--- config.mk ---
export PLATFORM = sky130hd
export DESIGN_NAME = fetch_sequencer
export DESIGN_NICKNAME = d
export VERILOG_FILES = /design/src/rtl/fetch_sequencer.sv
export SDC_FILE = /design/constraint.sdc
export NUM_CORES = 1
export LEC_CHECK = 0
export BUFFER_PORTS_ARGS = -buffer_cell sky130_fd_sc_hd__buf_4
export CAP_MARGIN = 10
export CORE_MARGIN = 4
export CORE_UTILIZATION = 48
export CTS_CLUSTER_DIAMETER = 60
export DETAILED_ROUTE_END_ITERATION = 10
export PLACE_DENSITY = 0.76
export SLEW_MARGIN = 20
export SYNTH_ARGS = -nofsm -noshare
export SYNTH_HDL_FRONTEND = slang
export SYNTH_SLANG_ARGS = --single-unit
--- constraint.sdc ---
create_clock -name s_aclk -period 2.2 [get_ports s_aclk]
set_clock_uncertainty 0.1 [all_clocks]
set_input_delay 0 -clock s_aclk [delete_from_list [all_inputs] [get_ports s_aclk]]
set_output_delay 0 -clock s_aclk [all_outputs]
set_load 0.005 [all_outputs]
--- src/rtl/fetch_sequencer.sv ---
// Program-counter sequencer feeding the instruction fetch unit.
// Issues one-cycle fetch strobes, captures the returned word and hands it
// to decode over valid/ready, and drops responses made stale by a redirect.
//
//   state | meaning
//   IDLE  | no fetch outstanding, nothing held; issues when enabled
//   WAIT  | one fetch outstanding; discard marks it stale
//   HOLD  | instruction presented to decode, waiting for out_ready
module fetch_sequencer #(
  parameter logic [31:0] RESET_PC = 32'h0000_0000
) (
  input  logic        s_aclk,
  input  logic        s_areset,
  input  logic        enable,
  output logic        fetch,
  output logic [31:0] address,
  input  logic        fetch_done,
  input  logic [31:0] instruction_in,
  input  logic        redirect,
  input  logic [31:0] redirect_pc,
  output logic        out_valid,
  input  logic        out_ready,
  output logic [31:0] out_instr,
  output logic [31:0] out_pc,
  output logic [31:0] instr_count
);

  typedef enum logic [1:0] {
    IDLE = 2'd0,
    WAIT = 2'd1,
    HOLD = 2'd2
  } state_t;

  localparam logic [31:0] RESET_PC_ALIGNED = RESET_PC & ~32'd3;

  state_t      state, state_nxt;
  logic [31:0] pc, pc_nxt;
  logic        discard, discard_nxt;
  logic        fetch_nxt;
  logic [31:0] address_nxt;
  logic        out_valid_nxt;
  logic [31:0] out_instr_nxt, out_pc_nxt, instr_count_nxt;
  logic [31:0] redirect_pc_aligned;
  logic [31:0] pc_inc;

  assign redirect_pc_aligned = redirect_pc & ~32'd3;
  assign pc_inc              = pc + 32'd4;

  // State and output registers; every output comes straight from a flop.
  always_ff @(posedge s_aclk) begin
    if (s_areset) begin
      state       <= IDLE;
      pc          <= RESET_PC_ALIGNED;
      discard     <= 1'b0;
      fetch       <= 1'b0;
      address     <= RESET_PC_ALIGNED;
      out_valid   <= 1'b0;
      out_instr   <= 32'd0;
      out_pc      <= 32'd0;
      instr_count <= 32'd0;
    end else begin
      state       <= state_nxt;
      pc          <= pc_nxt;
      discard     <= discard_nxt;
      fetch       <= fetch_nxt;
      address     <= address_nxt;
      out_valid   <= out_valid_nxt;
      out_instr   <= out_instr_nxt;
      out_pc      <= out_pc_nxt;
      instr_count <= instr_count_nxt;
    end
  end

  // Next-state and next-output logic; redirect outranks everything in every state.
  always_comb begin
    state_nxt       = state;
    pc_nxt          = pc;
    discard_nxt     = discard;
    fetch_nxt       = 1'b0;
    address_nxt     = address;
    out_valid_nxt   = out_valid;
    out_instr_nxt   = out_instr;
    out_pc_nxt      = out_pc;
    instr_count_nxt = instr_count;

    case (state)
      IDLE: begin
        if (redirect) begin
          pc_nxt        = redirect_pc_aligned;
          out_valid_nxt = 1'b0;
        end else if (enable) begin
          fetch_nxt   = 1'b1;
          address_nxt = pc;
          state_nxt   = WAIT;
        end
      end

      WAIT: begin
        if (redirect) begin
          pc_nxt        = redirect_pc_aligned;
          out_valid_nxt = 1'b0;
          if (fetch_done) begin
            // The response in flight has just arrived and is dropped, so
            // nothing is outstanding any more: go idle rather than keep waiting.
            discard_nxt = 1'b0;
            state_nxt   = IDLE;
          end else begin
            discard_nxt = 1'b1;
          end
        end else if (fetch_done) begin
          if (discard) begin
            discard_nxt = 1'b0;
            if (enable) begin
              fetch_nxt   = 1'b1;
              address_nxt = pc;
            end else begin
              state_nxt = IDLE;
            end
          end else begin
            out_instr_nxt = instruction_in;
            out_pc_nxt    = pc;
            out_valid_nxt = 1'b1;
            state_nxt     = HOLD;
          end
        end
      end

      HOLD: begin
        if (redirect) begin
          pc_nxt        = redirect_pc_aligned;
          out_valid_nxt = 1'b0;
          state_nxt     = IDLE;
        end else if (out_ready) begin
          out_valid_nxt   = 1'b0;
          instr_count_nxt = instr_count + 32'd1;
          pc_nxt          = pc_inc;
          if (enable) begin
            fetch_nxt   = 1'b1;
            address_nxt = pc_inc;
            state_nxt   = WAIT;
          end else begin
            state_nxt = IDLE;
          end
        end
      end

      default: begin
        state_nxt = IDLE;
      end
    endcase
  end

endmodule

Word level (Yosys, flattened, before mapping)
Index checks and enable logic that the tools add are counted.

word-level totals
  bits in registers = 165
  input port bits = 70
  output and inout port bits = 130
  logic and storage cells = 83

cells by class
  add/subtract/negate cells = 2
  equal/unequal tests = 16
  mux-type cells = 42
  bitwise operators = 2
  reductions and logical operators = 12

operators with widths
  cell                                                                      count
  32-bit 2-to-1 mux                                                         11
  32-bit case mux with 3 select lines                                       1
  32-bit case mux with 2 select lines                                       1
  32-bit by 1-bit adder with 32-bit output (second input constant)          1
  32-bit by 3-bit adder with 32-bit output (second input constant)          1
  2-bit 2-to-1 mux                                                          9
  2-bit inequality test (second input constant)                             9
  1-bit 2-to-1 mux                                                          17
  5-bit AND reduction                                                       2
  3-bit inequality test (second input constant)                             3
  8-bit AND reduction                                                       1
  1-bit case mux with 3 select lines                                        2
  2-bit case mux with 3 select lines                                        1
  3-bit AND reduction                                                       2
  4-bit inequality test (second input constant)                             1
  4-bit AND reduction                                                       1
  2-bit nonzero test                                                        2
  3-bit nonzero test                                                        1
  2-bit by 1-bit == test with 1-bit output (second input constant)          1
  2-bit == test (second input constant)                                     1
  2-bit zero test                                                           1
  2-bit by 1-bit inequality test with 1-bit output (second input constant)  1
  1-bit inverter                                                            2
  2-bit AND reduction                                                       1
  2-bit OR reduction                                                        1

Depth between registers and ports, before layout
  depth in word-level cells = 5
  gate-level depth with buffers = 8
  depth with buffers taken out = 6

Worst setup path before layout
No wires, ideal clock.

  kind = reg-to-reg
  start = register pc[2]
  end = register pc[22]
  setup time = 0.115 ns
  arrival = 1.812 ns
  required time = 1.985 ns
  slack = 0.172 ns
  stages on the path, launching flop included = 7
  buffers on the path = 0
  clock period less this slack = 2.028 ns
  path through = dfxtp_1 ha_1 nand3_1 nor4_2 nand3_1 or4_1 and3_1

between the ends
  cells in the longest elaborated chain, start to end = 4

RTL lines
  element                                   RTL line  source
  start, declared                           37        logic [31:0] pc, pc_nxt;
  start signal, assigned                    63        pc <= pc_nxt;
  32-bit by 3-bit adder with 32-bit output  47        assign pc_inc = pc + 32'd4;
  32-bit 2-to-1 mux                         133       end else if (out_ready) begin
  32-bit 2-to-1 mux                         129       if (redirect) begin
  32-bit case mux with 2 select lines       86        case (state)

Every way passes these cells. The select of a mux whose other input is x is not followed.
A chain may end at the register's enable or synchronous reset.

Worst setup path in the final report
  start = register pc[2]
  end = register address[30]

between the ends
  cells in the longest elaborated chain, start to end = 5

RTL lines
  element                                   RTL line  source
  32-bit by 3-bit adder with 32-bit output  47
  32-bit 2-to-1 mux                         137       if (enable) begin
  32-bit 2-to-1 mux                         133
  32-bit 2-to-1 mux                         129
  32-bit case mux with 3 select lines       86
  end signal, assigned                      66        address <= address_nxt;
  end, declared                             16        output logic [31:0] address,

Every way passes these cells. The select of a mux whose other input is x is not followed.

==> impl_summary.md <==
Power and ir drop
In this run the static leakage power is 0.00419 uW. The clock network accounts for 44.0% of the total power. In this run the power density over the cells is 636 nW/um^2. Net switching is 24.3% of the power. The part of the total power dissipated in sequential elements is 45.4%. Across the VDD grid, the largest voltage drop is 0.483 mV.

Combinational cells account for 10.6% of the total power. The internal power of the cells totals 5070 uW. The switching power is 1630 uW.

Floorplanning
The area of the core is 15100 sq um. The floorplan step defined a die boundary enclosing 17500 sq um. The floorplan step set the die height to 132 um. After floorplanning, the core was divided into 45 placement rows. Once the floorplan was initialized, standard cells occupied 49.0% of the core. The x dimension of the die is 132 um. The number of top-level design ports is 200.

Routing
Wires add up to 23900 um. For this run, design rule violations remaining after detail routing come to 0. The average wire per standard cell is 16.9 um. The via count is 7921. The total iterations of the first detailed-routing run is 5. For this block, the initial DRC count from the detailed router was 633. The vias per cell is 5.61. The residual antenna-violating net count after detailed routing is 0.

Final layout
With fillers left out, the area of the finished cells amounts to 10500 sq um. The repair_antennas step left the layout with diodes totalling 0. The share of the core filled with cells is 69.6%.

The fraction of layout cells with a size suffix above 1 is 24.7%. The area growth from synthesis to final layout is 42.1%. The net count of the finished layout is 1284.

Timing
The shortest period the worst path allows is 2120 ps. The final critical-path share of the clock period is 96.4%. Across all hold checks on the routed design, the worst slack comes to 45.2 ps. Setup repair after global routing left no endpoint under its margin. The setup TNS after final layout is 0 ps. The highest clock frequency the design can meet is 0.471 GHz.

The final number of max-transition violations is 0. The final hold violation count was 0. Setup violations remaining at the end of the flow were counted as 0.

Status
The run finished with clean final reports.

CTS
The maximum buffer depth of the clock tree is 2. The number of sinks driven by the clock tree is 159. The clock slew seen by the registers of the worst setup and hold paths is 60 ps. The buffer type at the clock tree root is sky130_fd_sc_hd__clkbuf_16. The worst-skew pair later-pin latency is 430 ps.

The buffer count from post-CTS setup fixing is 0. The hold buffer count at CTS is 67. Post-CTS repair changed the size of 0 cells.

The clock tree from TritonCTS is yes. The H-tree generated during clock tree synthesis spans 4 levels. The total clock buffers created by CTS is 17.

Worst setup path
The element type at the critical path end is a register. The worst endpoint data arrival time is 2390 ps. The worst setup path is launched from a register. The critical path goes through ha_1 -> nand3_1 -> nor4_2 -> buf_4 -> nand3_1 -> nor4b_1 -> a311o_1. In this design, the stage delay of the slowest critical-path cell is 410 ps. The required time of the critical path is 2470 ps. The reg-to-reg setup timing slack is 80 ps.

Of all nets on the critical path, the largest fanout is 12. The worst register-to-register path begins at pc[2]. On the critical path the largest part of the delay comes from simple AND/OR/NAND/NOR gates.

The dominant cell type by count on the critical path is sky130_fd_sc_hd__nand3_1. The critical path starts at pc[2]. The critical path is of the register to register type. The cell type of the slowest stage on the worst timing path is sky130_fd_sc_hd__nor4_2. The number of buffers and inverters on the critical path is 1.

Global route
The global routing met3 resource utilization is 7.14%. After global routing the overflow that remains totals 0. The number of antenna violations at the first check in global routing is 0. The met1 usage in global routing is 30.2%. Global routing consumed, over all layers together, 26.5% of the routing resources. The pin count of the biggest net entering global routing is 72. In this run the most used layer during global routing was met2.

The via count of the first global-routing pass is 7517. The first global-routing pass estimated 38000 um of wire. Global routing consumed, on the met2 layer, 47.2% of the routing resources.

Synth
The cell area after synthesis is 7410 sq um. The portion of the post-synthesis area used by sequential elements is 42.9%. In the synthesized netlist, the number of instances is 959. Synthesis instantiated 60 different standard cells from the library. The top cell type's share of synthesized area is 42.9%. The largest area contributor in the synthesized netlist is sky130_fd_sc_hd__dfxtp_1. For this run, asynchronously set or reset flops after synthesis account for 0%.

In the post-synthesis netlist, the biggest area contributors are sky130_fd_sc_hd__dfxtp_1 (43%), sky130_fd_sc_hd__nand2_1 (9.4%), sky130_fd_sc_hd__a21oi_1 (7.3%). Yosys printed 0 warnings. The number of enable flip-flop cells after synthesis is 0. The number of storage elements in the synthesis netlist is 159. The most used flip-flop cell after synthesis is sky130_fd_sc_hd__dfxtp_1. The mean area per synthesized cell is 7.73 sq um.

Place
The HPWL after detailed placement is 16100 um. Input and output buffers added on the ports amount to 193. The placed instances occupy a cell area of 9280 sq um. Routability-driven placement finished with a final weighted congestion of 0.958.

Job
Across the run, the number of max-cap violations was 0.

Min path
The worst hold path begins at enable. The type of the tightest min-delay check is input pin to register.
-- cells in the mapped netlist (4+ instances only) --
cell type / count
sky130_fd_sc_hd__buf_2: 19
sky130_fd_sc_hd__or2_2: 4
sky130_fd_sc_hd__nor4_1: 12
sky130_fd_sc_hd__mux2i_1: 4
sky130_fd_sc_hd__nor2b_1: 8
sky130_fd_sc_hd__and3_1: 18
sky130_fd_sc_hd__buf_1: 7
sky130_fd_sc_hd__xor2_1: 25
sky130_fd_sc_hd__nand4_1: 24
sky130_fd_sc_hd__nor3_1: 25
sky130_fd_sc_hd__nand2b_1: 5
sky130_fd_sc_hd__a21oi_1: 108
sky130_fd_sc_hd__a31oi_1: 8
sky130_fd_sc_hd__o21ai_0: 45
sky130_fd_sc_hd__o31ai_1: 6
sky130_fd_sc_hd__and4_1: 4
sky130_fd_sc_hd__dfxtp_1: 159
sky130_fd_sc_hd__a22oi_1: 5
sky130_fd_sc_hd__or3_1: 12
sky130_fd_sc_hd__nand2_1: 185
sky130_fd_sc_hd__o22ai_1: 6
sky130_fd_sc_hd__or4_1: 4
sky130_fd_sc_hd__inv_1: 8
sky130_fd_sc_hd__nand3_1: 33
sky130_fd_sc_hd__a32o_1: 5
sky130_fd_sc_hd__a22o_1: 4
sky130_fd_sc_hd__a211oi_1: 9
sky130_fd_sc_hd__buf_4: 5
sky130_fd_sc_hd__nor2_1: 76
sky130_fd_sc_hd__xnor2_1: 24
sky130_fd_sc_hd__clkbuf_1: 57
-- state kept, by name, indices dropped and copies added (netlist names) --
register,flops
state,2
instr_count,32
address,30
out_pc,30
out_instr,32
out_valid,1
fetch,1
pc,30
discard,1
-- per-layer routing --
metal / wire [um] / up-vias
met1: 9300 / 3722
met3: 1720 / 66
met4: 893 / 0
li1: - / 3835
met5: 0 / -
met2: 12000 / 298
-- worst paths after layout --
| kind | endpoint | cells past startpoint |
|---|---|---|
| setup reg to reg | address[30] | 7 |
| setup / recovery | address[30] | 7 |
| hold / removal | state[0] | 5 |
| hold reg to reg | out_pc[12] | 2 |
-- metrics by stage --
step           total power [uW]  setup slack, ps  std cells
6_report                   6700             78.3       1413
5_1_grt                    6930            0.540       1413
4_1_cts                    6740              133       1413
3_5_place_dp               3710              160       1314
3_3_place_gp               3700              192       1314
2_1_floorplan              3400              172        962
-- cells in the final DEF, fill, tap and decap left out, types with 5 or more instances in the layout --
cell type and count:
sky130_fd_sc_hd__dfxtp_1 159, sky130_fd_sc_hd__nand3_1 33, sky130_fd_sc_hd__o21ai_0 45, sky130_fd_sc_hd__nor4_1 12
sky130_fd_sc_hd__clkinv_2 5, sky130_fd_sc_hd__a22oi_1 5, sky130_fd_sc_hd__xor2_1 25, sky130_fd_sc_hd__xnor2_1 24
sky130_fd_sc_hd__o31ai_1 6, sky130_fd_sc_hd__or3_1 11, sky130_fd_sc_hd__a21oi_1 107, sky130_fd_sc_hd__nand2b_1 5
sky130_fd_sc_hd__buf_4 249, sky130_fd_sc_hd__nand2_1 185, sky130_fd_sc_hd__o22ai_1 6, sky130_fd_sc_hd__nand4_1 24
sky130_fd_sc_hd__buf_12 5, sky130_fd_sc_hd__clkbuf_16 17, sky130_fd_sc_hd__and3_1 18, sky130_fd_sc_hd__nor2b_1 8
sky130_fd_sc_hd__nor3_1 24, sky130_fd_sc_hd__nor2_1 76, sky130_fd_sc_hd__a32o_1 5, sky130_fd_sc_hd__dlygate4sd3_1 67
sky130_fd_sc_hd__a31oi_1 8, sky130_fd_sc_hd__a211oi_1 9, sky130_fd_sc_hd__inv_1 8
-- area by class of cell --
| class | count | area, sq um |
|---|---|---|
| Tap cell | 188 | 235 |
| Sequential cell | 159 | 3180 |
| Inverter | 8 | 30.0 |
| Timing Repair Buffer | 321 | 2640 |
| Clock buffer | 19 | 453 |
| Multi-Input combinational cell | 705 | 3860 |
| Fill cell | 1188 | 4610 |
| Clock inverter | 13 | 138 |
-- kinds of logic after synthesis --
| logic type | synth area share (%) |
|---|---|
| flip-flops | 42.9 |
| buffers and inverters | 5.57 |
| AO/OA/AOI/OAI | 17.9 |
| multiplexers | 0.692 |
| adder cells (fa/ha/maj) | 0.337 |
| XOR/XNOR | 5.79 |
| other | 0.0506 |
| AND/OR/NAND/NOR | 26.7 |
-- worst min-delay path, cell delays in order --
cell and delay [ps]:
sky130_fd_sc_hd__buf_4 110, sky130_fd_sc_hd__nand2b_1 220, sky130_fd_sc_hd__nor2_1 70, sky130_fd_sc_hd__nand2_1 60, sky130_fd_sc_hd__a21oi_1 60
-- power by group through the flow --
stage | clock [uW] | combinational [uW] | sequential, uW
finish | 2950 | 710 | 3040
floorplan | 0 | 322 | 3080
CTS | 2990 | 702 | 3040
global route | 3110 | 771 | 3050
global placement | 0 | 595 | 3100
detailed placement | 0 | 603 | 3100
Power figures use the tool's default switching activity.
